===== src/rtl/sdram_pkg.sv =====
// ============================================================================
// Module   : sdram_pkg
// Brief    : Shared types and widths for the SDRAM arbiter slice.
// Revision : 1.0 - initial release
// ============================================================================
`timescale 1ns/1ps
`default_nettype none

package sdram_pkg;

    localparam int SDRAM_ADDR_W = 26;
    localparam int SDRAM_DATA_W = 8;

    typedef enum logic [1:0] {
        IDLE = 2'd0,
        VID  = 2'd1,
        CPU  = 2'd2,
        DONE = 2'd3
    } arb_state_t;

endpackage : sdram_pkg

`default_nettype wire


===== src/rtl/sdram_arbiter_if.sv =====
// ============================================================================
// Module   : sdram_arbiter_if
// Brief    : Video, CPU and controller-side signals of the SDRAM arbiter.
// Revision : 1.0 - initial release
// ============================================================================
`timescale 1ns/1ps
`default_nettype none

interface sdram_arbiter_if
    import sdram_pkg::*;
#(
    parameter int ADDR_W = SDRAM_ADDR_W
);

    logic                    i_vid_req;
    logic [ADDR_W-1:0]       i_vid_address;
    logic                    o_vid_ready;
    logic [SDRAM_DATA_W-1:0] o_vid_data;

    logic                    i_cpu_req;
    logic                    i_cpu_we;
    logic [ADDR_W-1:0]       i_cpu_address;
    logic [SDRAM_DATA_W-1:0] i_cpu_data;
    logic                    o_cpu_ready;
    logic [SDRAM_DATA_W-1:0] o_cpu_data;

    logic                    o_mem_req;
    logic [ADDR_W-1:0]       o_mem_address;
    logic                    o_mem_we;
    logic [SDRAM_DATA_W-1:0] o_mem_data;
    logic [SDRAM_DATA_W-1:0] i_mem_data;
    logic                    i_mem_ready;

    // Arbiter side
    modport slave (
        input  i_vid_req, i_vid_address,
        output o_vid_ready, o_vid_data,
        input  i_cpu_req, i_cpu_we, i_cpu_address, i_cpu_data,
        output o_cpu_ready, o_cpu_data,
        output o_mem_req, o_mem_address, o_mem_we, o_mem_data,
        input  i_mem_data, i_mem_ready
    );

    // Requesters and controller side
    modport master (
        output i_vid_req, i_vid_address,
        input  o_vid_ready, o_vid_data,
        output i_cpu_req, i_cpu_we, i_cpu_address, i_cpu_data,
        input  o_cpu_ready, o_cpu_data,
        input  o_mem_req, o_mem_address, o_mem_we, o_mem_data,
        output i_mem_data, i_mem_ready
    );

endinterface : sdram_arbiter_if

`default_nettype wire


===== src/rtl/sdram_arbiter.sv =====
// ============================================================================
// Module   : sdram_arbiter
// Brief    : Two-requester SDRAM port arbiter, video-priority with bounded
//            CPU starvation. One transaction in flight, all outputs registered.
// Revision : 1.0 - initial release
// ============================================================================
`timescale 1ns/1ps
`default_nettype none

module sdram_arbiter
    import sdram_pkg::*;
#(
    parameter int ADDR_W    = SDRAM_ADDR_W,
    parameter int VID_BURST = 8
) (
    input  logic           clock_100_mhz,
    input  logic           reset,
    sdram_arbiter_if.slave bus
);

    localparam logic [7:0] c_vid_burst = 8'(VID_BURST);

    arb_state_t              r_state;
    logic [7:0]              r_starve_cnt;
    logic                    r_mem_req;
    logic [ADDR_W-1:0]       r_mem_address;
    logic                    r_mem_we;
    logic [SDRAM_DATA_W-1:0] r_mem_data;
    logic                    r_vid_ready;
    logic [SDRAM_DATA_W-1:0] r_vid_data;
    logic                    r_cpu_ready;
    logic [SDRAM_DATA_W-1:0] r_cpu_data;

    logic w_grant_cpu;
    logic w_grant_vid;

    // CPU overrides video only when video is absent or has used its burst.
    always_comb begin
        w_grant_cpu = bus.i_cpu_req && (!bus.i_vid_req || (r_starve_cnt == c_vid_burst));
        w_grant_vid = bus.i_vid_req && !w_grant_cpu;
    end

    always_ff @(posedge clock_100_mhz) begin
        if (reset) begin
            r_state       <= IDLE;
            r_starve_cnt  <= '0;
            r_mem_req     <= 1'b0;
            r_mem_address <= '0;
            r_mem_we      <= 1'b0;
            r_mem_data    <= '0;
            r_vid_ready   <= 1'b0;
            r_vid_data    <= '0;
            r_cpu_ready   <= 1'b0;
            r_cpu_data    <= '0;
        end else begin
            r_vid_ready <= 1'b0;
            r_cpu_ready <= 1'b0;
            case (r_state)
                IDLE: begin
                    if (w_grant_cpu) begin
                        r_mem_req     <= 1'b1;
                        r_mem_address <= bus.i_cpu_address;
                        r_mem_we      <= bus.i_cpu_we;
                        r_mem_data    <= bus.i_cpu_data;
                        r_starve_cnt  <= '0;
                        r_state       <= CPU;
                    end else if (w_grant_vid) begin
                        r_mem_req     <= 1'b1;
                        r_mem_address <= bus.i_vid_address;
                        r_mem_we      <= 1'b0;
                        r_mem_data    <= '0;
                        r_state       <= VID;
                        if (!bus.i_cpu_req) begin
                            r_starve_cnt <= '0;
                        end else if (r_starve_cnt != c_vid_burst) begin
                            r_starve_cnt <= r_starve_cnt + 8'd1;
                        end
                    end else begin
                        r_starve_cnt <= '0;
                    end
                end
                VID: begin
                    if (bus.i_mem_ready) begin
                        r_mem_req   <= 1'b0;
                        r_vid_data  <= bus.i_mem_data;
                        r_vid_ready <= 1'b1;
                        r_state     <= DONE;
                    end
                end
                CPU: begin
                    if (bus.i_mem_ready) begin
                        r_mem_req   <= 1'b0;
                        r_cpu_ready <= 1'b1;
                        r_state     <= DONE;
                        if (!r_mem_we) begin
                            r_cpu_data <= bus.i_mem_data;
                        end
                    end
                end
                DONE: begin
                    // Gap cycle lets the requester drop its request.
                    r_state <= IDLE;
                end
                default: begin
                    r_state   <= IDLE;
                    r_mem_req <= 1'b0;
                end
            endcase
        end
    end

    assign bus.o_mem_req     = r_mem_req;
    assign bus.o_mem_address = r_mem_address;
    assign bus.o_mem_we      = r_mem_we;
    assign bus.o_mem_data    = r_mem_data;
    assign bus.o_vid_ready   = r_vid_ready;
    assign bus.o_vid_data    = r_vid_data;
    assign bus.o_cpu_ready   = r_cpu_ready;
    assign bus.o_cpu_data    = r_cpu_data;

endmodule : sdram_arbiter

`default_nettype wire


===== src/flat_wrapper.sv =====
// flat-port wrapper written by rule: the top's interface ports become plain ports
module sdram_arbiter_flat import sdram_pkg::*;
#(
    parameter int ADDR_W    = SDRAM_ADDR_W,
    parameter int VID_BURST = 8
)
  (clock_100_mhz, reset, bus_i_vid_req, bus_i_vid_address, bus_o_vid_ready, bus_o_vid_data, bus_i_cpu_req, bus_i_cpu_we, bus_i_cpu_address, bus_i_cpu_data, bus_o_cpu_ready, bus_o_cpu_data, bus_o_mem_req, bus_o_mem_address, bus_o_mem_we, bus_o_mem_data, bus_i_mem_data, bus_i_mem_ready);
  sdram_arbiter_if #(.ADDR_W(ADDR_W)) bus_i ();
  input  logic clock_100_mhz;
  input  logic reset;
  input wire logic [$bits(bus_i.i_vid_req)-1:0] bus_i_vid_req;
  input wire logic [$bits(bus_i.i_vid_address)-1:0] bus_i_vid_address;
  output wire logic [$bits(bus_i.o_vid_ready)-1:0] bus_o_vid_ready;
  output wire logic [$bits(bus_i.o_vid_data)-1:0] bus_o_vid_data;
  input wire logic [$bits(bus_i.i_cpu_req)-1:0] bus_i_cpu_req;
  input wire logic [$bits(bus_i.i_cpu_we)-1:0] bus_i_cpu_we;
  input wire logic [$bits(bus_i.i_cpu_address)-1:0] bus_i_cpu_address;
  input wire logic [$bits(bus_i.i_cpu_data)-1:0] bus_i_cpu_data;
  output wire logic [$bits(bus_i.o_cpu_ready)-1:0] bus_o_cpu_ready;
  output wire logic [$bits(bus_i.o_cpu_data)-1:0] bus_o_cpu_data;
  output wire logic [$bits(bus_i.o_mem_req)-1:0] bus_o_mem_req;
  output wire logic [$bits(bus_i.o_mem_address)-1:0] bus_o_mem_address;
  output wire logic [$bits(bus_i.o_mem_we)-1:0] bus_o_mem_we;
  output wire logic [$bits(bus_i.o_mem_data)-1:0] bus_o_mem_data;
  input wire logic [$bits(bus_i.i_mem_data)-1:0] bus_i_mem_data;
  input wire logic [$bits(bus_i.i_mem_ready)-1:0] bus_i_mem_ready;
  assign bus_i.i_vid_req = bus_i_vid_req;
  assign bus_i.i_vid_address = bus_i_vid_address;
  assign bus_o_vid_ready = bus_i.o_vid_ready;
  assign bus_o_vid_data = bus_i.o_vid_data;
  assign bus_i.i_cpu_req = bus_i_cpu_req;
  assign bus_i.i_cpu_we = bus_i_cpu_we;
  assign bus_i.i_cpu_address = bus_i_cpu_address;
  assign bus_i.i_cpu_data = bus_i_cpu_data;
  assign bus_o_cpu_ready = bus_i.o_cpu_ready;
  assign bus_o_cpu_data = bus_i.o_cpu_data;
  assign bus_o_mem_req = bus_i.o_mem_req;
  assign bus_o_mem_address = bus_i.o_mem_address;
  assign bus_o_mem_we = bus_i.o_mem_we;
  assign bus_o_mem_data = bus_i.o_mem_data;
  assign bus_i.i_mem_data = bus_i_mem_data;
  assign bus_i.i_mem_ready = bus_i_mem_ready;
  sdram_arbiter #(.ADDR_W(ADDR_W), .VID_BURST(VID_BURST)) u_core (.clock_100_mhz(clock_100_mhz), .reset(reset), .bus(bus_i));
endmodule

===== config.mk =====
export PLATFORM = sky130hd
export DESIGN_NAME = sdram_arbiter_flat
export DESIGN_NICKNAME = d
export VERILOG_FILES = /design/src/rtl/sdram_pkg.sv /design/src/rtl/sdram_arbiter_if.sv /design/src/rtl/sdram_arbiter.sv /design/src/flat_wrapper.sv
export SDC_FILE = /design/constraint.sdc
export NUM_CORES = 1
export LEC_CHECK = 0
export CORE_AREA = 5 5 90 92
export DETAILED_ROUTE_END_ITERATION = 8
export DIE_AREA = 0 0 95 97
export GPL_TIMING_DRIVEN = 0
export HOLD_SLACK_MARGIN = 0.03
export PLACE_DENSITY = 0.88
export SLEW_MARGIN = 0
export SYNTH_ARGS = -nofsm -noshare
export SYNTH_HDL_FRONTEND = slang
export SYNTH_SLANG_ARGS = --single-unit

===== constraint.sdc =====
create_clock -name clock_100_mhz -period 1.9 [get_ports clock_100_mhz]
set_input_delay 0.38 -clock clock_100_mhz [delete_from_list [all_inputs] [get_ports clock_100_mhz]]
set_output_delay 0.38 -clock clock_100_mhz [all_outputs]
set_load 0.1 [all_outputs]

==> out/summary.txt, run 1 <==
status: completed
post-synth top area cell: dfxtp_1
layout net count: 544
share of the synthesized area in the top cell type: 43.69%
Setup-failing EPs final: 0
placed cell count: 552
synthesis-to-finish area growth: 51.75%
GRT Util Overall: 18.51%
reg-to-reg slack, setup: 120 ps
Crit. End Element: primary output
# diodes: 0
Core Region: 7137 µm²
kind of critical path: reg2out
H-tree Lvls: 3
DR iter-0 viols: 95
synth unique cells: 38
DRT Pass-1 Iters: 4
Chip Width: 95 µm
worst min-delay path category: in2reg
Post-CTS Setup Inserts: 0
share of cells above drive strength 1: 27.72%
Detail Route Antenna Nets: 0
RSZ-0062 raised after global routing: false
Max Clk Rate: 535.9 MHz
Hold Fails Final Rpt: 0
Site Rows: 31
clock slew at reported path FFs: 70 ps
crit-path cells: clkdlybuf4s15_1
IO Pins: 128
CTS tree: built
Clock Path Buffers: 2
Worst slew margin: 36.49%
initial antenna violation count: 0
Leakage: 0.001746 µW
GPL Wtd Cong: 0.7999
# fillers: 626
starting density of the core: 41.09%
slowest CP cell: clkdlybuf4s15_1
Setup Skew: 11.10 ps
CTS Root Cell: clkbuf_8
post-synth net total: 407
Mean Syn Cell Area: 8.969 µm²
fin crit share: 98.21%
DRC Markers: 0
setup TNS: 0 ps
vias in the first global route: 2,871
total of max-cap violations: 0
synthesized instance count: 327
WL final: 8559 µm
Util after Layout: 62.36%
YS warnings: 0
critical path fanouts, max: 2
Post-CTS Hold Fix Bufs: 0
I/O Buffers: 126
WL per Instance: 15.07 µm
Peak supply drop: 0.0007605 V
CTS sink cnt: 64
first-pass GRT wire length: 13,600 µm
clk_lat worst skew: 340 ps
WP data arrival: 1490 ps
Worst Setup Start Kind: flip-flop
largest net degree at the start of global routing: 13
Cell Count, Final, Fillers Out: 568
register area share after synthesis: 43.69%
critical path required time: 1520 ps
GR Overflow Total: 0
Yosys reg bits: 64
die area: 9215 µm²
Vias/cell: 5.019
DIE HEIGHT: 97 µm
post-DP HPWL: 6554 µm
CP top delay family: buffers and inverters
crit-path max cell delay: 820 ps
Num CTS Buffers: 9
total power per unit cell area: 1588 nW/µm²
Worst Max-Slew Pin Slew: 956.4 ps
vias: 2,851
Final min period: 1866 ps
Slew Limit Fails: 0
most area-consuming cells after synthesis: dfxtp_1 (44%), a211oi_2 (9.0%), nand2_1 (6.5%), a21oi_2 (6.3%), nor2_1 (6.3%)
Syn Std Cell Area: 2933 µm²
Buf/Inv on CP: 1
[cell usage after synthesis]
| cell type | number |
|---|---|
| or3_1 | 1 |
| o21a_1 | 1 |
| and4bb_2 | 1 |
| o31a_1 | 1 |
| a21oi_2 | 21 |
| a21o_1 | 1 |
| o21ai_0 | 2 |
| nand2_1 | 51 |
| dfxtp_1 | 64 |
| o2bb2ai_1 | 1 |
| nor4b_4 | 1 |
| or2_2 | 1 |
| a31oi_1 | 1 |
| mux2i_1 | 8 |
| xnor2_1 | 3 |
| buf_2 | 4 |
| nor2_1 | 49 |
| clkbuf_8 | 2 |
| nor2b_1 | 1 |
| o21bai_1 | 1 |
| buf_1 | 2 |
| buf_12 | 2 |
| a21oi_1 | 26 |
| xor2_1 | 3 |
| a21oi_4 | 1 |
| buf_6 | 2 |
| clkbuf_1 | 11 |
| o41ai_1 | 1 |
| o21ai_1 | 1 |
| a211oi_2 | 21 |
| nor3_1 | 1 |
| inv_1 | 6 |
| a211oi_1 | 5 |
| nand3b_1 | 1 |
| nor4_1 | 1 |
| nand3_1 | 20 |
| ha_1 | 6 |
| nand4_1 | 2 |
[final cells by class]
cell class	count	area, µm²	share of cell area [%]
clock inverter	7	71.32	1.602
timing repair buffer	126	1182	26.57
multi-input combinational	234	1476	33.17
sequential	64	1282	28.82
tap	99	123.9	2.783
buffer	23	167.7	3.767
clock buffer	9	123.9	2.783
inverter	6	22.52	0.5060
[cell usage in the layout (no fill, tap or decap), drive strengths merged, types with 2 or more instances in the layout]
master,instances
nor2,49
inv,7
a211oi,26
mux2i,8
nand3,20
nand4,2
o21ai,3
buf,8
clkdlybuf4s15,31
ha,6
clkinv,2
nand2,51
clkinvlp,3
xor2,3
a21oi,48
xnor2,3
dfxtp,64
clkdlybuf4s50,72
clkbuf,47
[registers in the layout, indices dropped and copies added (netlist names)]
signal,flops
u_core.bus.o_mem_data,8
u_core.r_starve_cnt,8
u_core.r_state,2
u_core.bus.o_cpu_ready,1
u_core.bus.o_vid_data,8
u_core.bus.o_cpu_data,8
u_core.bus.o_mem_we,1
u_core.bus.o_mem_address,26
u_core.bus.o_vid_ready,1
u_core.bus.o_mem_req,1
[power breakdown]
group	total [µW]	internal (µW)	switching (µW)	leakage, µW
clock	1170	605	567	0.0000916
sequential	1810	1640	170	0.000525
combinational	4080	1020	3060	0.00113
[per-layer routing]
layer  track usage [%]  vias up  wire length, µm
met5                 0        -                0
met1             21.74     1358             3597
met2             31.89       81             4340
met3             4.034       15              413
li1                  -     1397                -
met4             7.769        0              208
[kinds of logic after synthesis]
logic type,count (synthesis),share of synthesized area (%)
buf+inv,29,6.186
compound gates,84,23.89
mux,8,2.730
flops,64,43.69
fa+ha+maj,6,2.560
xor+xnor,6,1.792
simple gates,130,19.16
[per-stage QoR]
step | power [µW] | cell area (µm²) | hold WS, ps | worst slack [ps]
final | 7067 | 4451 | 392.3 | 33.99
after global routing | 7403 | 4451 | 415.8 | 1.092
after CTS | 7153 | 4557 | 395.1 | 2.029
after detailed placement | 6063 | 4319 | 447.7 | -439.1
after global placement | 5987 | 4319 | 442.2 | -379.7
after floorplan | 5059 | 2934 | 481.7 | 293.3
[path summary, 6_finish.rpt]
kind / startpoint / endpoint / cells past startpoint
worst max register to register: u_core.r_starve_cnt[0] / u_core.bus.o_mem_address[20] / 8
worst max-delay path: u_core.bus.o_mem_data[6] / bus_o_mem_data[6] / 1
worst min register to register: u_core.bus.o_mem_data[5] / u_core.bus.o_mem_data[5] / 2
worst min-delay path: reset / u_core.r_state[0] / 2
[timing repair]
| action | 4_1_cts | 5_1_grt |
|---|---|---|
| resized for setup | 139 | 30 |
| endpoints found under the setup margin | 84 | 48 |
| hold endpoints to repair | 0 | 0 |
No activity file was read; power rests on OpenSTA's default activity.
==> inputs of run 2 (changes only) <==
--- a/config.mk
+++ b/config.mk
@@ -5,10 +5,9 @@
 export SDC_FILE = /design/constraint.sdc
 export NUM_CORES = 1
 export LEC_CHECK = 0
-export CORE_AREA = 5 5 90 92
+export CORE_AREA = 2 2 87 89
 export DETAILED_ROUTE_END_ITERATION = 8
-export DIE_AREA = 0 0 95 97
-export GPL_TIMING_DRIVEN = 0
+export DIE_AREA = 0 0 89 91
 export HOLD_SLACK_MARGIN = 0.03
 export PLACE_DENSITY = 0.88
 export SLEW_MARGIN = 0
==> out/summary.txt, run 2 (same netlist as run 1, synthesis figures left out) <==
status: completed (unchanged)
post-cts repair resize count: 0 (was 139)
Worst Setup Start Kind: flip-flop (unchanged)
GR Overflow Total: 0 (unchanged)
first-pass GRT wire length: 12,850 µm (was 13,600 µm)
Hold Fails Final Rpt: 0 (unchanged)
Final min period: 1755 ps (was 1866 ps)
Peak supply drop: 0.0008358 V (was 0.0007605 V)
Leakage: 0.001827 µW (was 0.001746 µW)
layout net count: 535 (was 544)
DIE HEIGHT: 91 µm (was 97 µm)
GPL Wtd Cong: 0.8923 (was 0.7999)
most frequent cells in the layout: clkdlybuf4s50_1 (72), dfxtp_1 (63), buf_4 (62) (was clkdlybuf4s50_1 (72), dfxtp_1 (63), nand2_1 (51))
Hold Crit Start: reset (unchanged)
clock slew at reported path FFs: 70 ps (about the same)
setup TNS: 0 ps (unchanged)
# diodes: 0 (unchanged)
crit-path max cell delay: 360 ps (was 820 ps)
Worst slew margin: 70.74% (was 36.49%)
critical path required time: 2140 ps (was 1520 ps)
WL per Instance: 14.31 µm (was 15.07 µm)
# fillers: 624 (was 626)
die area: 8099 µm² (was 9215 µm²)
WP data arrival: 2000 ps (was 1490 ps)
Num CTS Buffers: 9 (unchanged)
starting density of the core: 41.09% (unchanged)
Crit. End Element: flip-flop (was primary output)
critical path fanouts, max: 35 (was 2)
Chip Width: 89 µm (was 95 µm)
hold path endpoint: u_core.r_starve_cnt[7] (was u_core.r_state[0])
Post-CTS Hold Fix Bufs: 0 (unchanged)
clk_lat worst skew: 330 ps (was 340 ps)
Tot Pwr: 7277 µW (was 7067 µW)
Clock Path Buffers: 2 (unchanged)
Hold WS: 375.7 ps (was 392.3 ps)
vias: 2,834 (was 2,851)
Slew Limit Fails: 0 (unchanged)
total power per unit cell area: 1645 nW/µm² (was 1588 nW/µm²)
crit-path cells: inv_1 -> ha_1 -> nor4b_4 -> a21o_1 -> buf_12 -> a21oi_1 -> a211oi_1 (was clkdlybuf4s15_1)
largest net degree at the start of global routing: 36 (was 13)
CTS sink cnt: 64 (unchanged)
initial antenna violation count: 0 (unchanged)
slowest CP cell: dfxtp_1 (was clkdlybuf4s15_1)
fin crit share: 92.34% (was 98.21%)
worst min-delay path category: in2reg (unchanged)
DRT Pass-1 Iters: 4 (unchanged)
most common cell after layout, fill and taps aside: clkdlybuf4s50_1 (unchanged)
Worst Max-Slew Pin Slew: 438.9 ps (was 956.4 ps)
Site Rows: 31 (unchanged)
CTS Root Cell: clkbuf_8 (unchanged)
Setup Skew: 9.170 ps (was 11.10 ps)
Max Clk Rate: 569.9 MHz (was 535.9 MHz)
worst r2r path cells: 7 (was 8)
GRT Util Overall: 20.00% (was 18.51%)
kind of critical path: reg2reg (was reg2out)
Largest register FFs: 26 (unchanged)
start of the worst register-to-register path: u_core.r_starve_cnt[0] (unchanged)
synthesis-to-finish area growth: 50.85% (was 51.75%)
Detail Route Antenna Nets: 0 (unchanged)
Final Worst Setup Slack: 145.4 ps (was 33.99 ps)
vias in the first global route: 2,836 (was 2,871)
Post-CTS Setup Inserts: 0 (unchanged)
WL final: 8000 µm (was 8559 µm)
reg-to-reg slack, setup: 150 ps (was 120 ps)
H-tree Lvls: 3 (unchanged)
Worst Hold Depth: 3 (was 2)
I/O Buffers: 127 (was 126)
total of max-cap violations: 0 (unchanged)
DR iter-0 viols: 108 (was 95)
R2R Path End: u_core.bus.o_mem_address[3] (was u_core.bus.o_mem_address[20])
share of cells above drive strength 1: 28.91% (was 27.72%)
post-DP HPWL: 5792 µm (was 6554 µm)
CTS tree: built (unchanged)
Setup-failing EPs final: 0 (unchanged)
Core Region: 7137 µm² (unchanged)
Vias/cell: 5.070 (was 5.019)
worst slack, placed: -93.06 ps (was -439.1 ps)
RSZ-0062 raised after global routing: false (unchanged)
DRC Markers: 0 (unchanged)
IO Pins: 128 (unchanged)
[run 2: report_power, final]
part	internal [µW]	switching, µW
Clock	767	510
Sequential	1650	187
Combinational	1130	3030
Total	3550	3730
[run 2: how the worst max path moves through the flow]
stage / depth (start not counted) / start / endpoint / slack (ps)
after floorplan: 7 / u_core.r_state[0] / u_core.bus.o_mem_address[24] / 290
after global placement: 6 / bus_i_cpu_req / u_core.bus.o_mem_address[1] / -70
after detailed placement: 6 / bus_i_cpu_req / u_core.bus.o_mem_address[2] / -90
after CTS: 7 / u_core.r_starve_cnt[0] / u_core.bus.o_mem_address[5] / 140
after global routing: 7 / u_core.r_starve_cnt[0] / u_core.bus.o_mem_address[3] / 8
final: 7 / u_core.r_starve_cnt[0] / u_core.bus.o_mem_address[3] / 150
[run 2: layout make-up]
cell class                      instances  area, µm²  share of cell area [%]
Sequential cell                        64       1282                   28.99
Inverter                                6      22.52                  0.5091
Multi-Input combinational cell        234       1484                   33.54
Tap cell                               99      123.9                   2.800
Timing Repair Buffer                  140       1291                   29.19
Clock inverter                          6      82.58                   1.867
Clock buffer                           10      137.6                   3.111
[run 2: stage by stage]
step	utilization, %	instance area, µm²	std cells
floorplan	-	2934	327
global placement	58.91	4204	543
detailed placement	58.91	4204	543
CTS	61.99	4424	559
global route	61.99	4424	559
finish	61.99	4424	559
[run 2: per-layer routing]
metal	routed length [µm]	track usage [%]	up-vias	part of all wire [%]
met5	0	0	-	0
met4	216	9.950	0	2.7
met3	334	3.091	20	4.2
met2	4200	34.95	88	53
met1	3248	23.09	1347	41
li1	-	-	1379	-
[run 2: worst max-delay path, delay by kind of cell (launching register included)]
family | cells | cell delay (ps)
buffers and inverters | 2 | 310
flip-flops | 1 | 360
AND/OR/NAND/NOR | 1 | 310
adder cells (fa/ha/maj) | 1 | 140
AO/OA/AOI/OAI | 3 | 540
